$ cat config.mk
export PLATFORM = sky130hd
export DESIGN_NAME = bram_port_arbiter
export DESIGN_NICKNAME = d
export VERILOG_FILES = /design/src/rtl/bram_arb_pkg.sv /design/src/rtl/rr_arbiter.sv /design/src/rtl/bram_port_arbiter.sv
export SDC_FILE = /design/constraint.sdc
export NUM_CORES = 1
export LEC_CHECK = 0
export ABC_AREA = 1
export CORE_AREA = 2 2 132 134
export DETAILED_ROUTE_END_ITERATION = 16
export DIE_AREA = 0 0 134 136
export GPL_ROUTABILITY_DRIVEN = 0
export PLACE_DENSITY_LB_ADDON = 0.1
export SETUP_SLACK_MARGIN = 0.1
export SKIP_LAST_GASP = 1
export SYNTH_ARGS = -nofsm -noshare
export SYNTH_HDL_FRONTEND = slang
export SYNTH_HIERARCHICAL = 1
export SYNTH_SLANG_ARGS = --single-unit
$ cat constraint.sdc
create_clock -name clock -period 7.12 [get_ports clock]
set_input_delay 1.424 -clock clock [delete_from_list [all_inputs] [get_ports clock]]
set_output_delay 1.424 -clock clock [all_outputs]
set_load 0.05 [all_outputs]
$ cat src/rtl/bram_arb_pkg.sv
// Shared constants and helpers for the BRAM port arbiter.
// Defaults for requester count, data width and address width.
package bram_arb_pkg;

    localparam int NUM_REQ_DEF = 4;
    localparam int WIDTH_DEF   = 36;
    localparam int LOG_DEP_DEF = 6;
    localparam int IDX_W       = $clog2(NUM_REQ_DEF);

    // Up to eight requesters are supported, so a 3-bit index always suffices.
    function automatic logic [2:0] onehot_to_idx(input logic [7:0] oh);
        logic [2:0] idx;
        idx = 3'd0;
        for (int i = 0; i < 8; i++) begin
            idx = idx | (oh[i] ? 3'(i) : 3'd0);
        end
        return idx;
    endfunction

endpackage

$ cat src/rtl/rr_arbiter.sv
// Single-channel round-robin arbiter: combinational one-hot grant,
// pointer remembers the last winner and moves only when a grant is issued.
module rr_arbiter
    import bram_arb_pkg::*;
#(
    parameter int N = 4
) (
    input  logic         clock,
    input  logic         reset_n,
    input  logic [N-1:0] req,
    output logic [N-1:0] gnt
);

    localparam int IW = (N > 1) ? $clog2(N) : 1;

    logic [IW-1:0] ptr_r;
    logic [IW-1:0] idx_s;
    logic          found_s;
    logic [N-1:0]  gnt_s;

    // Rotating priority search starting just after the last winner
    always_comb begin
        gnt_s   = '0;
        found_s = 1'b0;
        idx_s   = '0;
        for (int k = 1; k <= N; k++) begin
            idx_s        = IW'((int'(ptr_r) + k) % N);
            gnt_s[idx_s] = req[idx_s] & ~found_s & reset_n;
            found_s      = found_s | req[idx_s];
        end
    end

    assign gnt = gnt_s;

    // Last-winner pointer
    always_ff @(posedge clock or negedge reset_n) begin
        if (!reset_n) begin
            ptr_r <= IW'(N - 1);
        end else if (|gnt_s) begin
            ptr_r <= IW'(onehot_to_idx(8'(gnt_s)));
        end else begin
            ptr_r <= ptr_r;
        end
    end

endmodule

$ cat src/rtl/bram_port_arbiter.sv
// Shares one write port and one synchronous-read port of a BRAM among NUM_REQ
// requesters. Optional write-to-read forwarding under BRAM_ARB_BYPASS_EN.
module bram_port_arbiter
    import bram_arb_pkg::*;
#(
    parameter int NUM_REQ = NUM_REQ_DEF,
    parameter int WIDTH   = WIDTH_DEF,
    parameter int LOG_DEP = LOG_DEP_DEF
) (
    input  logic                       clock,
    input  logic                       reset_n,
    input  logic [NUM_REQ-1:0]         wr_req,
    input  logic [NUM_REQ*LOG_DEP-1:0] wr_addr,
    input  logic [NUM_REQ*WIDTH-1:0]   wr_data,
    output logic [NUM_REQ-1:0]         wr_gnt,
    input  logic [NUM_REQ-1:0]         rd_req,
    input  logic [NUM_REQ*LOG_DEP-1:0] rd_addr,
    output logic [NUM_REQ-1:0]         rd_gnt,
    output logic [NUM_REQ-1:0]         rd_valid,
    output logic [WIDTH-1:0]           rd_data,
    output logic                       ram_enable,
    output logic                       ram_wen,
    output logic [LOG_DEP-1:0]         ram_waddr,
    output logic [LOG_DEP-1:0]         ram_raddr,
    output logic [WIDTH-1:0]           ram_din,
    input  logic [WIDTH-1:0]           ram_dout
);

    logic [LOG_DEP-1:0] waddr_s;
    logic [WIDTH-1:0]   din_s;
    logic [LOG_DEP-1:0] raddr_sel_s;
    logic [LOG_DEP-1:0] raddr_hold_r;
    logic [NUM_REQ-1:0] rd_pend_r;

    rr_arbiter #(.N(NUM_REQ)) u_wr_arb (
        .clock   (clock),
        .reset_n (reset_n),
        .req     (wr_req),
        .gnt     (wr_gnt)
    );

    rr_arbiter #(.N(NUM_REQ)) u_rd_arb (
        .clock   (clock),
        .reset_n (reset_n),
        .req     (rd_req),
        .gnt     (rd_gnt)
    );

    // AND-OR muxes selecting the granted requester's address and data
    always_comb begin
        waddr_s     = '0;
        din_s       = '0;
        raddr_sel_s = '0;
        for (int i = 0; i < NUM_REQ; i++) begin
            waddr_s     = waddr_s | (wr_addr[i*LOG_DEP +: LOG_DEP] & {LOG_DEP{wr_gnt[i]}});
            din_s       = din_s | (wr_data[i*WIDTH +: WIDTH] & {WIDTH{wr_gnt[i]}});
            raddr_sel_s = raddr_sel_s | (rd_addr[i*LOG_DEP +: LOG_DEP] & {LOG_DEP{rd_gnt[i]}});
        end
    end

    assign ram_wen    = |wr_gnt;
    assign ram_enable = (|wr_gnt) | (|rd_gnt);
    assign ram_waddr  = waddr_s;
    assign ram_din    = din_s;
    assign ram_raddr  = (|rd_gnt) ? raddr_sel_s : raddr_hold_r;
    assign rd_valid   = rd_pend_r;

    // Read-address hold and one-cycle read-return tag
    always_ff @(posedge clock or negedge reset_n) begin
        if (!reset_n) begin
            raddr_hold_r <= '0;
            rd_pend_r    <= '0;
        end else begin
            raddr_hold_r <= ram_raddr;
            rd_pend_r    <= rd_gnt;
        end
    end

`ifdef BRAM_ARB_BYPASS_EN
    logic             hit_r;
    logic [WIDTH-1:0] byp_data_r;

    // Capture write data when a same-cycle read targets the written address
    always_ff @(posedge clock or negedge reset_n) begin
        if (!reset_n) begin
            hit_r      <= 1'b0;
            byp_data_r <= '0;
        end else begin
            hit_r      <= (|wr_gnt) & (|rd_gnt) & (waddr_s == raddr_sel_s);
            byp_data_r <= din_s;
        end
    end

    assign rd_data = hit_r ? byp_data_r : ram_dout;
`else
    assign rd_data = ram_dout;
`endif

endmodule
==> results of run 1 <==
==> per-layer routing <==
layer | GRT usage [%] | share of wire, % | vias up
met5 | 0 | 0.26 | -
met1 | 21.4 | 43 | 1803
met3 | 5.03 | 8.9 | 32
li1 | - | - | 2055
met2 | 26.5 | 46 | 179
met4 | 3.90 | 2.0 | 6
==> how the worst min path moves through the flow <==
stage,start,end,cells past startpoint
floorplan,u_wr_arb/ptr_r[0],u_wr_arb/ptr_r[0],2
global placement,raddr_hold_r[5],raddr_hold_r[5],2
detailed placement,raddr_hold_r[5],raddr_hold_r[5],2
CTS,raddr_hold_r[5],raddr_hold_r[5],2
global route,raddr_hold_r[5],raddr_hold_r[5],2
finish,raddr_hold_r[5],raddr_hold_r[5],2
==> sequential cells by signal, indices dropped and copies added (netlist names) <==
| name | count |
|---|---|
| raddr_hold_r | 6 |
| rd_valid | 4 |
| u_rd_arb/ptr_r | 2 |
| u_wr_arb/ptr_r | 2 |
==> logic make-up (layout without fill, tap and decap cells) <==
logic type,Yosys count,after routing
buffers and inverters,82,298
other,0,1
and+or+nand+nor,404,404
DFF,14,14
AOI/OAI and AO/OA,4,4
adders and majority gates,16,16
==> area by class of cell <==
| cell class | instances | share of cell area, % |
|---|---|---|
| timing repair buffer | 268 | 47.8 |
| multi-input combinational | 424 | 37.4 |
| sequential | 14 | 6.37 |
| tap | 225 | 5.04 |
| inverter | 26 | 1.75 |
| clock buffer | 4 | 1.59 |
| antenna | 1 | 0.0448 |
==> synthesized netlist by cell type <==
cell type	n
nand3_4	2
nand2_1	277
ha_1	16
nor2_2	4
a21oi_1	2
nand3_2	8
nand2_4	2
inv_2	4
nor2_1	22
buf_4	42
o21ai_2	2
clkinv_1	2
and2_4	2
buf_6	14
nand2_2	10
dfrtp_1	10
nor2_8	2
nor2_4	2
dfstp_2	4
nand3_1	28
nand4_1	45
inv_1	20
==> through the flow <==
stage / util (%) / worst slack (ns) / instances / hold WS, ns
after floorplan: - / 2.42 / 520 / 0.509
after global placement: 32.5 / 1.20 / 957 / 0.504
after detailed placement: 32.5 / 1.15 / 957 / 0.505
after CTS: 33.1 / 1.14 / 961 / 0.519
after global routing: 33.1 / 0.881 / 961 / 0.551
final: 33.1 / 1.21 / 962 / 0.509
==> worst min-delay path: stages, from the launching register on <==
cell     delay (ns)
dfrtp_1        0.31
nand3_1        0.08
nand2_1        0.08
==> load_flow_metrics.sql, run 1 <==
INSERT INTO impl_metrics (metric_group, metric, value, unit) VALUES
('run_status', 'run_status', 'complete, no violations', ''),
('sta', 'period_needed', '5.91', 'ns'),
('floorplan', 'chipWidth', '134', 'um'),
('setup_path', 'critical_path_cell_count', '15', ''),
('setup_path', 'critical-path-top-delay-family', 'buffers and inverters', ''),
('setup_path', 'regToRegStartpoint', 'u_wr_arb/ptr_r[0]', ''),
('synth', 'netlist_top_cells_area', 'nand2_1 (35%), buf_4 (10%), nand4_1 (9.4%)', ''),
('finish', 'final-seq-area', '355', 'um^2'),
('synth', 'yosys_warn_count', '6', ''),
('sta', 'post-route-period-util', '83.0', '%'),
('setup_path', 'worstPathCellList', 'clkdlybuf4s50_1, nand2_1, nand2_1, nand2_1, nand2_2, inv_2, nor2_2, nand2_1, nand2_1, nand3_1, nand2_2, buf_4, nand2_1, nand4_1, clkdlybuf4s50_1', ''),
('global_route', 'grt_first_pass_wirelength', '23200', 'um'),
('place', 'numPortBuffers', '263', ''),
('cts', 'root_buffer', 'clkbuf_16', ''),
('setup_path', 'timing_worst_setup_path_type', 'in -> out', ''),
('setup_path', 'rr_endpoint', 'u_wr_arb/ptr_r[1]', ''),
('synth', 'synthesis.area_per_instance', '5.77', 'um^2'),
('setup_path', 'cp-start-kind', 'primary input', ''),
('synth', 'ys_ff_latch', '14', ''),
('sta', 'hold_viol', '0', ''),
('setup_path', 'slowest_delay', '0.81', 'ns'),
('setup_path', 'end_kind', 'output port', ''),
('routing', 'antenna_left', '0', ''),
('setup_path', 'timing.critical_path.fanout_max', '33', ''),
('cts', 'cts_resized', '0', ''),
('routing', 'route.vias.total', '4075', ''),
('setup_path', 'critical_path_buf_inv_count', '4', ''),
('global_route', 'grt_pass1_vias', '4066', ''),
('setup_path', 'required_worst_endpoint', '5.70', 'ns'),
('sta', 'maximum_clock_skew_at_final_layout', '0.00235', 'ns'),
('floorplan', 'die_height', '136', 'um'),
('global_route', 'globalRoute.totalOverflow', '0', ''),
('floorplan', 'core_area', '16900', 'um^2'),
('sta', 'worst_slew_pin_slew', '0.696', 'ns'),
('cts', 'cts_buffers', '3', ''),
('finish', 'multi_input_gate_area_in_the_final_layout', '2080', 'um^2'),
('place', 'postPlaceCellArea', '5490', 'um^2'),
('flow_run', 'max_cap_viol_count', '0', ''),
('routing', 'first_pass_iters', '5', ''),
('sta', 'unrepaired_setup_endpoints_after_global_routing', 'no', ''),
('synth', 'mappedNetlistArea', '3000', 'um^2'),
('finish', 'final_cell_mix', 'nand2_1 (277), clkdlybuf4s50_1 (263), nand4_1 (45), nand3_1 (28), nor2_1 (22)', ''),
('synth', 'post_synth_and_or_nand_nor_area_fraction', '61.6', '%'),
('cts', 'post_cts.repair.setup_buffers', '0', ''),
('synth', 'synth_seq_area_share', '11.8', '%'),
('sta', 'timing.final.setup_violations', '0', ''),
('cts', 'postCtsHoldBufs', '0', ''),
('setup_path', 'r2r.worst_path.cells', '15', ''),
('cts', 'cts_tree', 'done', ''),
('hold_path', 'timing.hold.worst.class', 'reg -> reg', ''),
('finish', 'layout.cells.most_common', 'nand2_1', ''),
('synth', 'post_synth_fa_ha_maj_area_fraction', '6.67', '%'),
('routing', 'initialDrtViolationCount', '133', ''),
('sta', 'slew_viol_final', '0', ''),
('sta', 'max_slew_margin_vs_limit', '53.4', '%'),
('synth', 'post_synth_xor_area_fraction', '0', '%'),
('global_route', 'grt_start_max_net_pins', '46', ''),
('floorplan', 'dieArea', '18200', 'um^2'),
('finish', 'number_of_nets_at_the_end_of_the_flow', '991', ''),
('floorplan', 'floorplan.rows', '48', ''),
('finish', 'drive_gt1_share', '6.93', '%'),
('setup_path', 'critical_path.startpoint', 'wr_req[3]', ''),
('synth', 'postSynthCellCount', '520', ''),
('synth', 'yosysTopAreaCellShare', '34.6', '%'),
('setup_path', 'endpoint', 'ram_din[32]', ''),
('synth', 'synth.mux.area_fraction', '0', '%'),
('routing', 'drt_wl_total', '15900', 'um'),
('cts', 'clock_path_buffers', '2', ''),
('cts', 'cts.sink_count', '14', ''),
('finish', 'layout.filler_cells', '1798', ''),
('synth', 'compound_cell_area_share_of_the_yosys_netlist', '0.917', '%');
Power of run 1 is not shown: default switching activity piles up to over one toggle a cycle in this logic, so the estimate is an artifact.
==> run 2: changes to the inputs <==
- CORE_AREA: 2 2 132 134 -> 2 2 129 131
- DIE_AREA: 0 0 134 136 -> 0 0 131 133
- clock period: 7.12 -> 5.55 ns (I/O delays scaled with it)
==> run 2 against run 1 <==
  * Via count increased by 1.9%
  * Final area rose by 8.2%
  * Global-route usage is 0.67 points higher
  * Hold slack got worse by 0.0017 ns
  * Non-clock buffer count unchanged
  * Utilization grew 4.3 points
  * Sequential share of layout area is 0.48 points lower
  * Final cell count decreased by 0.21%
  * Worst setup slack got worse by 0.52 ns
  * Register-to-register slack got worse by 1.5 ns
  * Flip-flop and latch count did not move
  * Critical endpoint is now wr_gnt[3]
  * Largest cell class unchanged
==> load_flow_metrics.sql, run 2 (synthesis gave the netlist of run 1 again) <==
INSERT INTO impl_metrics (metric_group, metric, value, unit) VALUES
('hold_path', 'timing.hold.worst.class', 'reg -> reg', ''),
('routing', 'route.detailed.wl_per_inst', '16.7', 'um'),
('cts', 'cts_resized', '0', ''),
('setup_path', 'end_kind', 'output port', ''),
('floorplan', 'io_pins', '336', ''),
('place', 'detailedPlacementHpwl', '13500', 'um'),
('setup_path', 'worst_path_most_repeated_cell', 'clkdlybuf4s50_1', ''),
('cts', 'clock_insertion_delay_worst_skew', '0.24', 'ns'),
('finish', 'largest_register_ff_count', '6', ''),
('global_route', 'grt_pass1_vias', '4088', ''),
('cts', 'cts.sink_count', '14', ''),
('setup_path', 'cp.arrival', '3.75', 'ns'),
('cts', 'h_tree_level_count', '1', ''),
('sta', 'max_slew_margin_vs_limit', '49.6', '%'),
('sta', 'worst_slew_pin_slew', '0.753', 'ns'),
('setup_path', 'timing_worst_setup_path_type', 'in -> out', ''),
('setup_path', 'cp-start-kind', 'primary input', ''),
('routing', 'first_pass_iters', '4', ''),
('cts', 'post_cts.repair.setup_buffers', '0', ''),
('setup_path', 'critPathSlowestCell', 'clkdlybuf4s50_1', ''),
('floorplan', 'start_util', '18.6', '%'),
('place', 'numPortBuffers', '263', ''),
('cts', 'root_buffer', 'clkbuf_16', ''),
('routing', 'drt_wl_total', '16000', 'um'),
('global_route', 'globalRouteTotalUtil', '17.1', '%'),
('routing', 'via_cell_ratio', '4.32', ''),
('run_status', 'run_status', 'complete, no violations', ''),
('sta', 'timing.final.setup_violations', '0', ''),
('cts', 'postCtsHoldBufs', '0', ''),
('global_route', 'globalRoute.totalOverflow', '0', ''),
('cts', 'clock_path_buffers', '2', ''),
('sta', 'fin_tns_setup', '0', 'ns'),
('global_route', 'grt_antenna_before_repair', '9', ''),
('floorplan', 'floorplan.rows', '47', ''),
('cts', 'cts_tree', 'done', ''),
('global_route', 'grt_start_max_net_pins', '46', ''),
('sta', 'slew_viol_final', '0', ''),
('global_route', 'grt_first_pass_wirelength', '23000', 'um'),
('finish', 'layout.cells.most_common', 'nand2_1', ''),
('sta', 'maximum_clock_skew_at_final_layout', '0.00339', 'ns'),
('sta', 'hold_viol', '0', ''),
('sta', 'post-route-period-util', '87.5', '%'),
('finish', 'final_cell_mix', 'nand2_1 (277), clkdlybuf4s50_1 (210), buf_12 (47), nand4_1 (45), nand3_1 (28)', ''),
('sta', 'timing.fmax', '0.206', 'GHz'),
('routing', 'initialDrtViolationCount', '163', ''),
('sta', 'period_needed', '4.86', 'ns'),
('setup_path', 'worstPathCellList', 'clkdlybuf4s50_1, nand2_4, nor2_8, nand3_4, o21ai_4, clkdlybuf4s50_1', ''),
('cts', 'clkSlewWorstSetupHoldPaths', '0.04', 'ns'),
('finish', 'regMostFlops', 'raddr_hold_r', ''),
('setup_path', 'timing.critical_path.fanout_max', '26', ''),
('finish', 'number_of_nets_at_the_end_of_the_flow', '991', ''),
('setup_path', 'slowest_delay', '0.94', 'ns'),
('routing', 'antenna_left', '0', ''),
('floorplan', 'die_height', '133', 'um'),
('flow_run', 'max_cap_viol_count', '0', ''),
('floorplan', 'core_area', '16200', 'um^2'),
('cts', 'cts_buffers', '3', ''),
('floorplan', 'chipWidth', '131', 'um'),
('setup_path', 'required_worst_endpoint', '4.44', 'ns'),
('finish', 'drive_gt1_share', '14.1', '%'),
('floorplan', 'dieArea', '17400', 'um^2'),
('routing', 'drcViolationCount', '0', ''),
('finish', 'areaGrowthSynthToFinish', '101', '%'),
('sta', 'unrepaired_setup_endpoints_after_global_routing', 'no', ''),
('routing', 'route.vias.total', '4151', '');
run 2: cell types whose count changed in the layout (fill, tap and decap cells not counted), sizes merged:
cell | before | now
buf | 5 | 58
clkdlybuf4s50 | 263 | 210
diode | 1 | 4
run 2: worst paths after layout:
check | to | depth (start not counted) | startpoint | slack (ns)
worst max-delay path | wr_gnt[3] | 6 | reset_n | 0.69
worst min-delay path | raddr_hold_r[4] | 2 | raddr_hold_r[4] | 0.51
worst max register to register | u_wr_arb/ptr_r[0] | 12 | u_wr_arb/ptr_r[0] | 2.58
worst min register to register | raddr_hold_r[4] | 2 | raddr_hold_r[4] | 0.51
max in group asynchronous | u_rd_arb/ptr_r[0] | 2 | reset_n | 3.73
min in group asynchronous | rd_valid[1] | 2 | reset_n | 1.58
run 2: cell type report:
class / instances / area, um^2
fillers: 1685 / 10100
well taps: 220 / 275
repair buffers: 268 / 3130
diodes: 4 / 10.0
multi-input cells: 424 / 2080
clock buffers: 4 / 88.8
flip-flops and latches: 14 / 355
inverters: 26 / 97.6
run 2: through the flow:
stage,instances,cell area [um^2],utilization [%],worst slack (ns),hold WS [ns]
final,960,6040,37.3,0.691,0.507
after global routing,956,6030,37.3,0.554,0.534
after CTS,956,6030,37.3,0.606,0.511
after detailed placement,952,5940,36.7,0.618,0.499
after global placement,952,5940,36.7,0.613,0.499
after floorplan,520,3000,-,1.48,0.509
run 2: worst max-delay path: cells and delay by family:
| family | cells | cell delay (ns) |
|---|---|---|
| and+or+nand+nor | 3 | 0.34 |
| AOI/OAI and AO/OA | 1 | 0.60 |
| buffers and inverters | 2 | 1.69 |
run 2: metal layers:
| layer | global-route usage, % | share of wire, % | vias to the layer above | routed length, um |
|---|---|---|---|---|
| met4 | 2.01 | 1.2 | 10 | 195 |
| met3 | 8.57 | 13 | 30 | 2050 |
| li1 | - | - | 2062 | - |
| met1 | 19.8 | 39 | 1852 | 6330 |
| met2 | 29.0 | 46 | 197 | 7400 |
| met5 | 0 | 0.39 | - | 63 |
Power of run 2 is left out for the same reason.
==> run 3: changes to the inputs <==
- SLEW_MARGIN: default -> 20
==> results of run 3 <==
The final DEF is identical to that of run 2; final timing and power are the same.
Power of run 3 is left out for the same reason.
